[config.mk]
export PLATFORM = sky130hd
export DESIGN_NAME = button_conditioner
export DESIGN_NICKNAME = d
export VERILOG_FILES = /design/src/rtl/button_conditioner.sv
export SDC_FILE = /design/constraint.sdc
export NUM_CORES = 1
export LEC_CHECK = 0
export ABC_AREA = 1
export CELL_PAD_IN_SITES_DETAIL_PLACEMENT = 1
export CELL_PAD_IN_SITES_GLOBAL_PLACEMENT = 1
export CORE_AREA = 5 5 106 108
export DETAILED_ROUTE_END_ITERATION = 6
export DIE_AREA = 0 0 111 113
export MAX_ROUTING_LAYER = met4
export PLACE_DENSITY_LB_ADDON = 0.1
export SYNTH_ARGS = -nofsm -noshare
export SYNTH_HDL_FRONTEND = slang
export SYNTH_SLANG_ARGS = --single-unit
[constraint.sdc]
create_clock -name clk -period 2.8 [get_ports clk]
set_input_delay 0.56 -clock clk [delete_from_list [all_inputs] [get_ports clk]]
set_output_delay 0.56 -clock clk [all_outputs]
set_load 0.01 [all_outputs]
[src/rtl/button_conditioner.sv]
// Synchronises, debounces and arbitrates four direction buttons into buffered move commands.
// Optional auto-repeat while a button is held is enabled by defining BTN_AUTOREPEAT_EN.
module button_conditioner #(
  parameter int DEBOUNCE_CYCLES     = 50000,
  parameter int REPEAT_DELAY_FRAMES = 30,
  parameter int REPEAT_RATE_FRAMES  = 8
) (
  input  logic       clk,
  input  logic       rst_n,
  input  logic [3:0] btn_raw,
  input  logic       frame_tick,
  input  logic       move_ready,
  output logic       move_valid,
  output logic [1:0] move_dir,
  output logic [3:0] btn_stable,
  output logic       any_pressed
);

  localparam int CW = (DEBOUNCE_CYCLES > 1) ? $clog2(DEBOUNCE_CYCLES) : 1;
  localparam logic [CW-1:0] DB_MAX = CW'(DEBOUNCE_CYCLES - 1);

  typedef enum logic [1:0] {
    ST_IDLE    = 2'd0,
    ST_PENDING = 2'd1,
    ST_HELD    = 2'd2
  } state_t;

  // Fixed priority up > down > left > right.
  function automatic logic [1:0] pick_dir(input logic [3:0] evt);
    if (evt[0]) begin
      return 2'd0;
    end else if (evt[1]) begin
      return 2'd1;
    end else if (evt[2]) begin
      return 2'd2;
    end else begin
      return 2'd3;
    end
  endfunction

  logic [3:0]    sync1_r, sync2_r, stable_r, stable_prev_r;
  logic [CW-1:0] db_cnt_r [4];
  logic [3:0]    press_s, held_mask_s, evt_s;
  logic          take_s, move_valid_r, valid_s;
  logic [1:0]    move_dir_r, dir_s;
  state_t        state_r, state_s, mid_s;

`ifdef BTN_AUTOREPEAT_EN
  localparam int RMAX0 = (REPEAT_DELAY_FRAMES > REPEAT_RATE_FRAMES) ? REPEAT_DELAY_FRAMES : REPEAT_RATE_FRAMES;
  localparam int RMAX  = (RMAX0 > 1) ? RMAX0 : 1;
  localparam int RW    = $clog2(RMAX + 1);
  logic [RW-1:0] rep_cnt_r, rep_cnt_s;
  logic          rep_flag_r, rep_flag_s;
`else
  logic unused_s;
  assign unused_s = ^{frame_tick, 32'(REPEAT_DELAY_FRAMES), 32'(REPEAT_RATE_FRAMES)};
`endif

  // Two-flop synchroniser for the asynchronous button inputs.
  always_ff @(posedge clk) begin
    if (!rst_n) begin
      sync1_r <= 4'd0;
      sync2_r <= 4'd0;
    end else begin
      sync1_r <= btn_raw;
      sync2_r <= sync1_r;
    end
  end

  // Per-bit debounce: stable flips only after DEBOUNCE_CYCLES consecutive differing samples.
  always_ff @(posedge clk) begin
    if (!rst_n) begin
      stable_r      <= 4'd0;
      stable_prev_r <= 4'd0;
      for (int i = 0; i < 4; i++) begin
        db_cnt_r[i] <= '0;
      end
    end else begin
      stable_prev_r <= stable_r;
      for (int i = 0; i < 4; i++) begin
        if (sync2_r[i] == stable_r[i]) begin
          db_cnt_r[i] <= '0;
        end else if (db_cnt_r[i] == DB_MAX) begin
          stable_r[i] <= sync2_r[i];
          db_cnt_r[i] <= '0;
        end else begin
          db_cnt_r[i] <= db_cnt_r[i] + CW'(1);
        end
      end
    end
  end

  assign press_s     = stable_r & ~stable_prev_r;
  assign held_mask_s = 4'b0001 << move_dir_r;

  // Next-state: resolve accept/release first, then let a press event load a new move.
  always_comb begin
    valid_s = move_valid_r;
    dir_s   = move_dir_r;
    mid_s   = state_r;
    state_s = state_r;
    case (state_r)
      ST_PENDING: begin
        if (move_ready) begin
          valid_s = 1'b0;
          mid_s   = stable_r[move_dir_r] ? ST_HELD : ST_IDLE;
        end else begin
          mid_s = ST_PENDING;
        end
      end
      ST_HELD: begin
        if (!stable_r[move_dir_r]) begin
          mid_s = ST_IDLE;
        end else begin
          mid_s = ST_HELD;
        end
      end
      default: mid_s = ST_IDLE;
    endcase
    // The held button itself cannot start a fresh move while still held.
    evt_s  = (mid_s == ST_HELD) ? (press_s & ~held_mask_s) : press_s;
    take_s = (mid_s != ST_PENDING) && (evt_s != 4'd0);
    if (take_s) begin
      state_s = ST_PENDING;
      valid_s = 1'b1;
      dir_s   = pick_dir(evt_s);
    end else begin
      state_s = mid_s;
    end
`ifdef BTN_AUTOREPEAT_EN
    rep_cnt_s  = rep_cnt_r;
    rep_flag_s = rep_flag_r;
    if (take_s) begin
      rep_flag_s = 1'b0;
    end else if ((state_r == ST_PENDING) && (mid_s == ST_HELD)) begin
      rep_cnt_s = rep_flag_r ? RW'(REPEAT_RATE_FRAMES) : RW'(REPEAT_DELAY_FRAMES);
    end else if ((state_r == ST_HELD) && (mid_s == ST_HELD) && frame_tick) begin
      if (rep_cnt_r <= RW'(1)) begin
        rep_cnt_s  = '0;
        rep_flag_s = 1'b1;
        valid_s    = 1'b1;
        state_s    = ST_PENDING;
      end else begin
        rep_cnt_s = rep_cnt_r - RW'(1);
      end
    end else if (mid_s == ST_IDLE) begin
      rep_cnt_s = '0;
    end else begin
      rep_cnt_s = rep_cnt_r;
    end
`endif
  end

  // FSM and output registers.
  always_ff @(posedge clk) begin
    if (!rst_n) begin
      state_r      <= ST_IDLE;
      move_valid_r <= 1'b0;
      move_dir_r   <= 2'd0;
`ifdef BTN_AUTOREPEAT_EN
      rep_cnt_r    <= '0;
      rep_flag_r   <= 1'b0;
`endif
    end else begin
      state_r      <= state_s;
      move_valid_r <= valid_s;
      move_dir_r   <= dir_s;
`ifdef BTN_AUTOREPEAT_EN
      rep_cnt_r    <= rep_cnt_s;
      rep_flag_r   <= rep_flag_s;
`endif
    end
  end

  assign move_valid  = move_valid_r;
  assign move_dir    = move_dir_r;
  assign btn_stable  = stable_r;
  assign any_pressed = |stable_r;

endmodule

**Word-level counts from Yosys, hierarchy flattened**

Memory sizes are Yosys's and may differ from the RTL's.
Cells that the tools add are included.

- Register bits after elaboration: 21
- Bits in latches: 0
- Memory bits (writable): 64
- Bits in read-only memories: 0
- Input bits: 8
- Output and inout port bits: 8
- Word-level logic and storage cells: 132
- Memories: 1

- $add $sub $neg: 4
- $mul: 0
- Div/mod/pow operators: 0
- Order comparisons: 1
- Equality and inequality tests: 12
- Shift-type cells: 1
- Multiplexer cells: 70
- Bitwise operators: 21
- Reduce and logical (&&, ||, !) cells: 11

Memories:

| name | words | width | rd ports | clocked after memory_dff | wr ports | line | RTL |
|---|---|---|---|---|---|---|---|
| db_cnt_r | 4 | 16 | 4 | 0 | 4 | 42 | `logic [CW-1:0] db_cnt_r [4];` |

Operator list:

| operator | count |
|---|---|
| two-way mux 16 bit | 12 |
| adder 16 x 1 -> 16 bit (second input constant) | 4 |
| equality test 16 bit (second input constant) | 4 |
| two-way mux 1 bit | 51 |
| OR 1 bit | 12 |
| AND reduction 2 bit | 5 |
| bitwise AND 4 bit | 2 |
| two-way mux 2 bit | 4 |
| NOT 4 bit | 2 |
| NOT 1 bit | 5 |
| equality test 1 bit | 4 |
| equality test 2 bit (second input constant) | 2 |
| two-way mux 4 bit | 1 |
| one-hot mux 2 bit (2 select lines) | 1 |
| nonzero test 2 bit | 2 |
| nonzero test 4 bit | 1 |
| OR reduction 4 bit | 1 |
| << shifter 1 x 2 -> 4 bit (first input constant) | 1 |
| less-than comparator 2 x 3 -> 1 bit (second input constant) | 1 |
| binary-select mux 1 bit (select 2 bit) | 1 |
| equality test 2 x 1 -> 1 bit (second input constant) | 1 |
| inequality test 2 x 1 -> 1 bit (second input constant) | 1 |
| OR reduction 2 bit | 1 |
| logical AND 1 bit | 1 |

**Longest topological paths before layout**

Gate-level depths: netlist (run 1).

- Word-level depth: 11
- Depth in mapped cells: 13
- Depth with buffers taken out: 13

**Worst setup path before layout (run 1)**

No wires, ideal clock.

- Kind: flip-flop to flip-flop
- Start: mem db_cnt_r[0][0] in the netlist's numbering
- End: mem db_cnt_r[0][5] in the netlist's numbering (data pin)
- Library setup time: 0.261 ns
- Arrival: 1.389 ns
- Required time: 2.539 ns
- Slack: 1.151 ns
- Stages on the path, launching flop included: 10
- Buffers on the path: 1
- Clock period less this slack: 1.649 ns
- Path through: edfxtp_1 ha_1 nand2_1 nor2_1 nand2_1 nor3_1 nand3_1 nand2_2 buf_4 nor3_1

RTL lines:

| what | line |
|---|---|
| start, declared | 42 |

**Worst setup path in the final report (run 1)**

- Start: reg stable_r[0] (netlist: btn_stable[0])
- End: out any_pressed

- Word-level cells in the longest chain between the ends: 1

Ends and longest elaborated chain:

| what | line | RTL |
|---|---|---|
| start, declared | 41 | `logic [3:0] sync1_r, sync2_r, stable_r, stable_prev_r;` |
| start signal, assigned by index | 84 | `stable_r[i] <= sync2_r[i];` |
| OR reduction 4 bit | 178 | `assign any_pressed = \|stable_r;` |
| end, declared | 16 | `output logic any_pressed` |

Every way passes these cells.

==> impl_metrics.py, run 1 <==
metrics = {
    "synth": {
        "netlist_area_um2": 4480,
        "yosysSeqAreaShare_pct": 52.3,
        "yosysMostFrequentCell": "nand2_1",
        "synthFlopType": "edfxtp_1",
        "syn_area_per_cell_um2": 8.56,
        "synthTopCellsByArea": "edfxtp_1 43%, dfxtp_1 9.4%, nand2_1 8.0%, inv_1 6.7%, nor2_1 5.5%",
        "synth_warnings": 0,
        "synth_async_sr_flop_share_pct": 0,
        "synth-seq-cells": 85,
        "synth-edff-count": 64,
        "synthCells": 523,
        "synth_top_area_share_pct": 42.9,
        "yosysUniqueCellTypes": 39,
        "yosysTopAreaCell": "edfxtp_1",
        "synthTopCellsByCount": "96 x nand2_1, 80 x inv_1, 66 x nor2_1, 64 x edfxtp_1, 40 x a21oi_1",
    },
    "sta": {
        "slew-limit-headroom_pct": 61.1,
        "finalClockSkew_ns": 0.00403,
        "worst_slew_pin_slew_ns": 0.582,
        "post-route-period-util_pct": 79.6,
        "finalSetupViolations": 0,
        "slew_viol_final": 0,
        "fin_ws_ns": 0.572,
        "fmax_mhz": 449,
        "fin_crit_ns": 2.23,
        "rsz0062_at_grt": "false",
        "hold_viol": 0,
        "fin_tns_setup_ns": 0,
    },
    "place": {
        "gp_congestion": 0.843,
        "pre_cts_ws_ns": 0.329,
        "post-dp-hpwl_um": 7160,
        "portBuffers": 14,
        "place_area_um2": 5010,
    },
    "finish": {
        "fin_util_pct": 51.7,
        "design_area_um2": 5240,
        "fin_nets": 623,
        "area_growth_pct": 17.0,
        "n_fill_cell": 1256,
        "drive_gt1_share_pct": 7.00,
        "regArea_um2": 2340,
        "multi_input_area_um2": 2020,
        "diodes": 0,
    },
    "min_path": {
        "holdCritStartpoint": "sync1_r[3]",
        "hold_class": "flip-flop to flip-flop",
    },
    "global_routing": {
        "antenna_found_initial": 0,
        "grt_pass1_wl_um": 17100,
        "grt_max_degree": 17,
        "gr-usage-all-layers_pct": 17.0,
        "overflow": 0,
        "grt_pass1_vias": 3826,
    },
    "critical_path": {
        "rrSetupSlack_ns": 0.69,
        "arrival_ns": 1.67,
        "r2r_start": "db_cnt_r[3][0]",
        "timing.critical_path.from": "btn_stable[0]",
        "rr_worst_depth": 9,
        "endpoint_kind": "output pin",
        "cp_cell_sequence": "inv_1, nand4_1, clkdlybuf4s50_1",
        "start_kind": "flip-flop",
        "cpPeakStageDelay_ns": 0.56,
        "crit_slowest_cell": "clkdlybuf4s50_1",
        "path_max_fanout": 6,
        "path_delay_family": "buffers and inverters",
        "r2r-end": "db_cnt_r[3][7]",
        "critical_path_depth": 3,
        "endpoint": "any_pressed",
        "cp.required_ns": 2.24,
        "critical_path_buf_inv_count": 2,
        "crit_type": "flip-flop to output pin",
    },
    "floorplan": {
        "die_h_um": 113,
        "initial_core_util_pct": 44.2,
        "dieArea_um2": 12500,
        "num_rows": 37,
        "io_pins": 16,
        "fp.dieW_um": 111,
        "core_um2": 10100,
    },
    "route": {
        "detail-route-antenna-nets": 0,
        "wl_per_cell_um": 12.5,
        "drt_iter0_drc": 176,
        "via_per_inst": 4.87,
        "drcViolationCount": 0,
        "vias": 3656,
        "drt_first_pass_iters": 4,
        "routed_wl_um": 9380,
    },
    "clock_network": {
        "htree_num_levels": 3,
        "cts_max_path_buffers": 2,
        "cts_buffers": 9,
        "ctsHoldBuffers": 0,
        "clkTransAtPathRegs_ns": 0.08,
        "post_cts_resized": 0,
        "root_buffer": "clkbuf_8",
        "cts_sinks": 85,
        "postCtsSetupBuffers": 0,
        "clkLatencyLatePin_ns": 0.36,
        "cts_tree": "done",
    },
    "power_and_ir_drop": {
        "vdd_drop_max_mv": 0.194,
        "power_uw": 2520,
        "power_leakage_uw": 0.00220,
        "p_per_area_nw_per_um2": 480,
    },
    "flow_run": {
        "max_cap_violations": 0,
    },
    "status": {
        "status": "complete, no violations",
    },
}
worst reg2reg max path, cell delays in order (launching register included):
cell and delay, ns:
edfxtp_1 0.39, ha_1 0.18, nand2_1 0.06, inv_1 0.08
nand2_1 0.09, nor2_1 0.16, nand4_1 0.20, nand2_1 0.50
a21oi_1 0.08, o21a_1 0.13
per-layer routing:
layer	global-route usage [%]	part of all wire, %	vias up
li1	-	-	1852
met1	20.3	46	1765
met2	28.9	50	26
met3	2.89	2.3	13
met4	6.24	1.5	0
met5	-	0	-
area by class of cell:
| class | count | share of cell area, % |
|---|---|---|
| flip-flops and latches | 85 | 44.7 |
| multi-input cells | 413 | 38.6 |
| inverters | 82 | 5.87 |
| clock buffers | 11 | 3.32 |
| repair buffers | 18 | 3.25 |
| well taps | 136 | 3.25 |
| clock inverters | 5 | 1.03 |
through the flow:
| stage | hold WS, ns | std cells |
|---|---|---|
| 2_1_floorplan | 0.390 | 586 |
| 3_3_place_gp | 0.395 | 734 |
| 3_5_place_dp | 0.406 | 734 |
| 4_1_cts | 0.425 | 750 |
| 5_1_grt | 0.451 | 750 |
| 6_report | 0.420 | 750 |
state kept, by name, indices dropped and copies added (netlist names):
signal	count
db_cnt_r	64
move_valid	1
move_dir	2
sync2_r	4
btn_stable	4
state_r	2
stable_prev_r	4
sync1_r	4
where the power goes:
group,internal (µW),switching [µW]
Sequential,1400,41.3
Clock,516,452
Combinational,38.2,72.1
how the worst min path moves through the flow:
stage | cells past startpoint | slack (ns) | endpoint
after floorplan | 2 | 0.39 | sync2_r[0]
after global placement | 2 | 0.40 | sync2_r[3]
after detailed placement | 2 | 0.41 | sync2_r[0]
after CTS | 2 | 0.43 | sync2_r[3]
after global routing | 2 | 0.45 | sync2_r[2]
final | 2 | 0.42 | sync2_r[3]
kinds of logic (layout without fill, tap and decap cells):
family                     after synthesis  after routing  share of synthesized area [%]
and+or+nand+nor                        262            262                           27.4
DFF                                     85             85                           52.3
adders and majority gates                6              6                           1.68
other                                    1             64                         0.0837
buffers and inverters                   88            116                           7.82
xor gates and xnor gates                11             11                           2.15
AOI/OAI and AO/OA                       70             70                           8.52
cell usage in the layout, fill, tap and decap left out, drive strengths merged, types with 2 or more instances in the layout:
master         count
or2                4
xnor2              3
conb              64
nor3              27
nor2              74
a21oi             40
nor4               8
dfxtp             21
nand3             21
clkinv             2
clkinvlp           2
clkbuf            11
inv               82
nand4             14
ha                 6
edfxtp            64
o21a               6
buf                4
nand2            102
a31oi              7
xor2               8
clkdlybuf4s50     14
o21ai             14
nor3b             10
Note: power is estimated with default switching activity, not from simulation.
==> inputs of run 2 (changes only) <==
- CORE_AREA: 5 5 106 108 -> 5 5 110 112
- DIE_AREA: 0 0 111 113 -> 0 0 115 117
- clock period: 2.8 -> 2 ns (I/O delays scaled with it)
==> run 2 against run 1 <==
Combinational power increased by 55%. Via count grew 1.1%. Clock skew about the same. First-iteration DRC count fell by 41%. Worst hold slack got worse by 0.0070 ns. Worst setup slack worse by 0.44 ns. Cell count grew 3.3%.
==> impl_metrics.py, run 2 (synthesized netlist as in run 1, its figures left out) <==
metrics = {
    "status": {
        "status": "complete, no violations",
    },
    "sta": {
        "rsz0062_at_grt": "false",
        "fmax_mhz": 535,
        "finalSetupViolations": 0,
        "fin_crit_ns": 1.87,
        "hold_viol": 0,
        "slew_viol_final": 0,
        "post-route-period-util_pct": 93.5,
        "finalClockSkew_ns": 0.00379,
    },
    "route": {
        "wl_per_cell_um": 12.6,
        "drt_first_pass_iters": 4,
        "routed_wl_um": 9790,
        "vias": 3698,
        "drcViolationCount": 0,
        "drt_iter0_drc": 103,
        "detail-route-antenna-nets": 0,
        "via_per_inst": 4.77,
    },
    "clock_network": {
        "cts_tree": "done",
        "root_buffer": "clkbuf_16",
        "clkLatencyLatePin_ns": 0.34,
        "ctsHoldBuffers": 0,
        "cts_buffers": 9,
        "htree_num_levels": 3,
        "cts_sinks": 85,
        "clkTransAtPathRegs_ns": 0.06,
        "cts_max_path_buffers": 2,
    },
    "critical_path": {
        "critical_path_buf_inv_count": 2,
        "cp.required_ns": 2.10,
        "crit_slowest_cell": "edfxtp_1",
        "cp_cell_sequence": "ha_1, nand2_1, inv_2, nand2_1, nor2_1, nand4_1, nand2_1, buf_4, nor3_1",
        "r2r_start": "db_cnt_r[2][0]",
        "endpoint_kind": "flip-flop",
        "path_delay_family": "simple AND/OR/NAND/NOR gates",
        "worst_path_most_repeated_cell": "nand2_1",
        "path_max_fanout": 7,
        "crit_type": "flip-flop to flip-flop",
        "rr_worst_depth": 9,
        "rrSetupSlack_ns": 0.13,
        "arrival_ns": 1.97,
        "cpPeakStageDelay_ns": 0.37,
        "start_kind": "flip-flop",
        "r2r-end": "db_cnt_r[2][2]",
        "timing.critical_path.from": "db_cnt_r[2][0]",
    },
    "place": {
        "portBuffers": 14,
        "dp_cells": 758,
        "gp_congestion": 0.833,
        "post-dp-hpwl_um": 7290,
    },
    "floorplan": {
        "fp.dieW_um": 115,
        "num_rows": 39,
        "dieArea_um2": 13500,
        "die_h_um": 117,
        "core_um2": 11100,
        "initial_core_util_pct": 40.2,
        "io_pins": 16,
    },
    "power_and_ir_drop": {
        "vdd_drop_max_mv": 0.361,
        "power_leakage_uw": 0.00235,
        "p_per_area_nw_per_um2": 721,
    },
    "finish": {
        "area_growth_pct": 22.7,
        "final_common_cell": "nand2_1",
        "drive_gt1_share_pct": 10.9,
        "diodes": 0,
        "fin_util_pct": 49.4,
        "layout_common_cells": "96 x nand2_1, 80 x inv_1, 64 x nor2_1, 64 x edfxtp_1, 64 x conb_1",
        "largest_reg_flops": 64,
        "final_cells": 775,
        "fin_nets": 641,
        "regMostFlops": "db_cnt_r",
    },
    "global_routing": {
        "grt_pass1_vias": 3794,
        "antenna_found_initial": 0,
        "grt_pass1_wl_um": 16900,
        "grt_max_degree": 14,
        "overflow": 0,
        "gr-usage-all-layers_pct": 16.2,
    },
    "flow_run": {
        "max_cap_violations": 0,
    },
    "min_path": {
        "holdPathEnd": "sync2_r[0]",
        "hold_depth": 2,
        "holdCritStartpoint": "sync1_r[0]",
        "hold_class": "flip-flop to flip-flop",
    },
}
[run 2: cell types whose count changed in the layout (fill, tap and decap cells not counted), moves of 2 or more]
cell	before	now
buf_4	4	22
clkbuf_1	0	2
clkbuf_16	2	9
clkbuf_8	9	0
clkinv_2	1	3
clkinvlp_4	2	0
dfxtp_1	21	18
dfxtp_2	0	3
nor2_1	66	64
nor2_2	8	10
nor3_1	26	24
nor3_2	1	3
[run 2: repair_timing]
action / CTS / global route
pin swaps: 0 / 0
setup buffers: 0 / 1
setup endpoints to repair: 1 / 20
resized for setup: 2 / 8
[run 2: stage by stage]
step / instance area, µm² / setup slack [ns] / power [µW] / hold WS (ns) / setup TNS [ns]
floorplan: 4710 / 0.351 / 2150 / 0.390 / 0
global placement: 5150 / 0.0155 / 2210 / 0.395 / 0
detailed placement: 5150 / -0.0687 / 2220 / 0.405 / -0.137
CTS: 5460 / 0.0209 / 4020 / 0.419 / 0
global route: 5500 / 0.00703 / 4130 / 0.445 / 0
finish: 5500 / 0.130 / 3960 / 0.413 / 0
[run 2: report_power, final]
| part | total, µW | switching [µW] | leakage (µW) | internal [µW] |
|---|---|---|---|---|
| sequential | 2020 | 57.4 | 0.000832 | 1960 |
| clock | 1780 | 687 | 0.000153 | 1090 |
| combinational | 170 | 106 | 0.00137 | 63.7 |
[run 2: worst reg2reg max path, cell delays in order, from the launching register on]
cell and delay (ns):
edfxtp_1 0.37, ha_1 0.17, nand2_1 0.08, inv_2 0.07, nand2_1 0.08, nor2_1 0.14
nand4_1 0.18, nand2_1 0.29, buf_4 0.20, nor3_1 0.05
[run 2: final cells by class]
cell class | count | area (µm²)
clock buffer | 11 | 233
clock inverter | 5 | 75.1
fill | 1366 | 5630
inverter | 82 | 308
multi-input combinational | 413 | 2050
sequential | 85 | 2350
tap | 143 | 179
timing repair buffer | 36 | 308
[run 2: layer usage]
layer	vias up	global-route usage [%]	wire, µm	share of wire, %
li1	1899	-	-	-
met4	0	7.12	199	2.0
met1	1761	19.1	4560	47
met3	13	2.83	194	2.0
met5	-	-	0	0
met2	25	27.4	4840	49
[run 2: worst max-delay path by stage]
stage | endpoint | cells past startpoint
after floorplan | db_cnt_r[0][5] | 9
after global placement | db_cnt_r[2][7] | 6
after detailed placement | db_cnt_r[2][2] | 6
after CTS | any_pressed | 3
after global routing | db_cnt_r[2][7] | 9
final | db_cnt_r[2][2] | 9
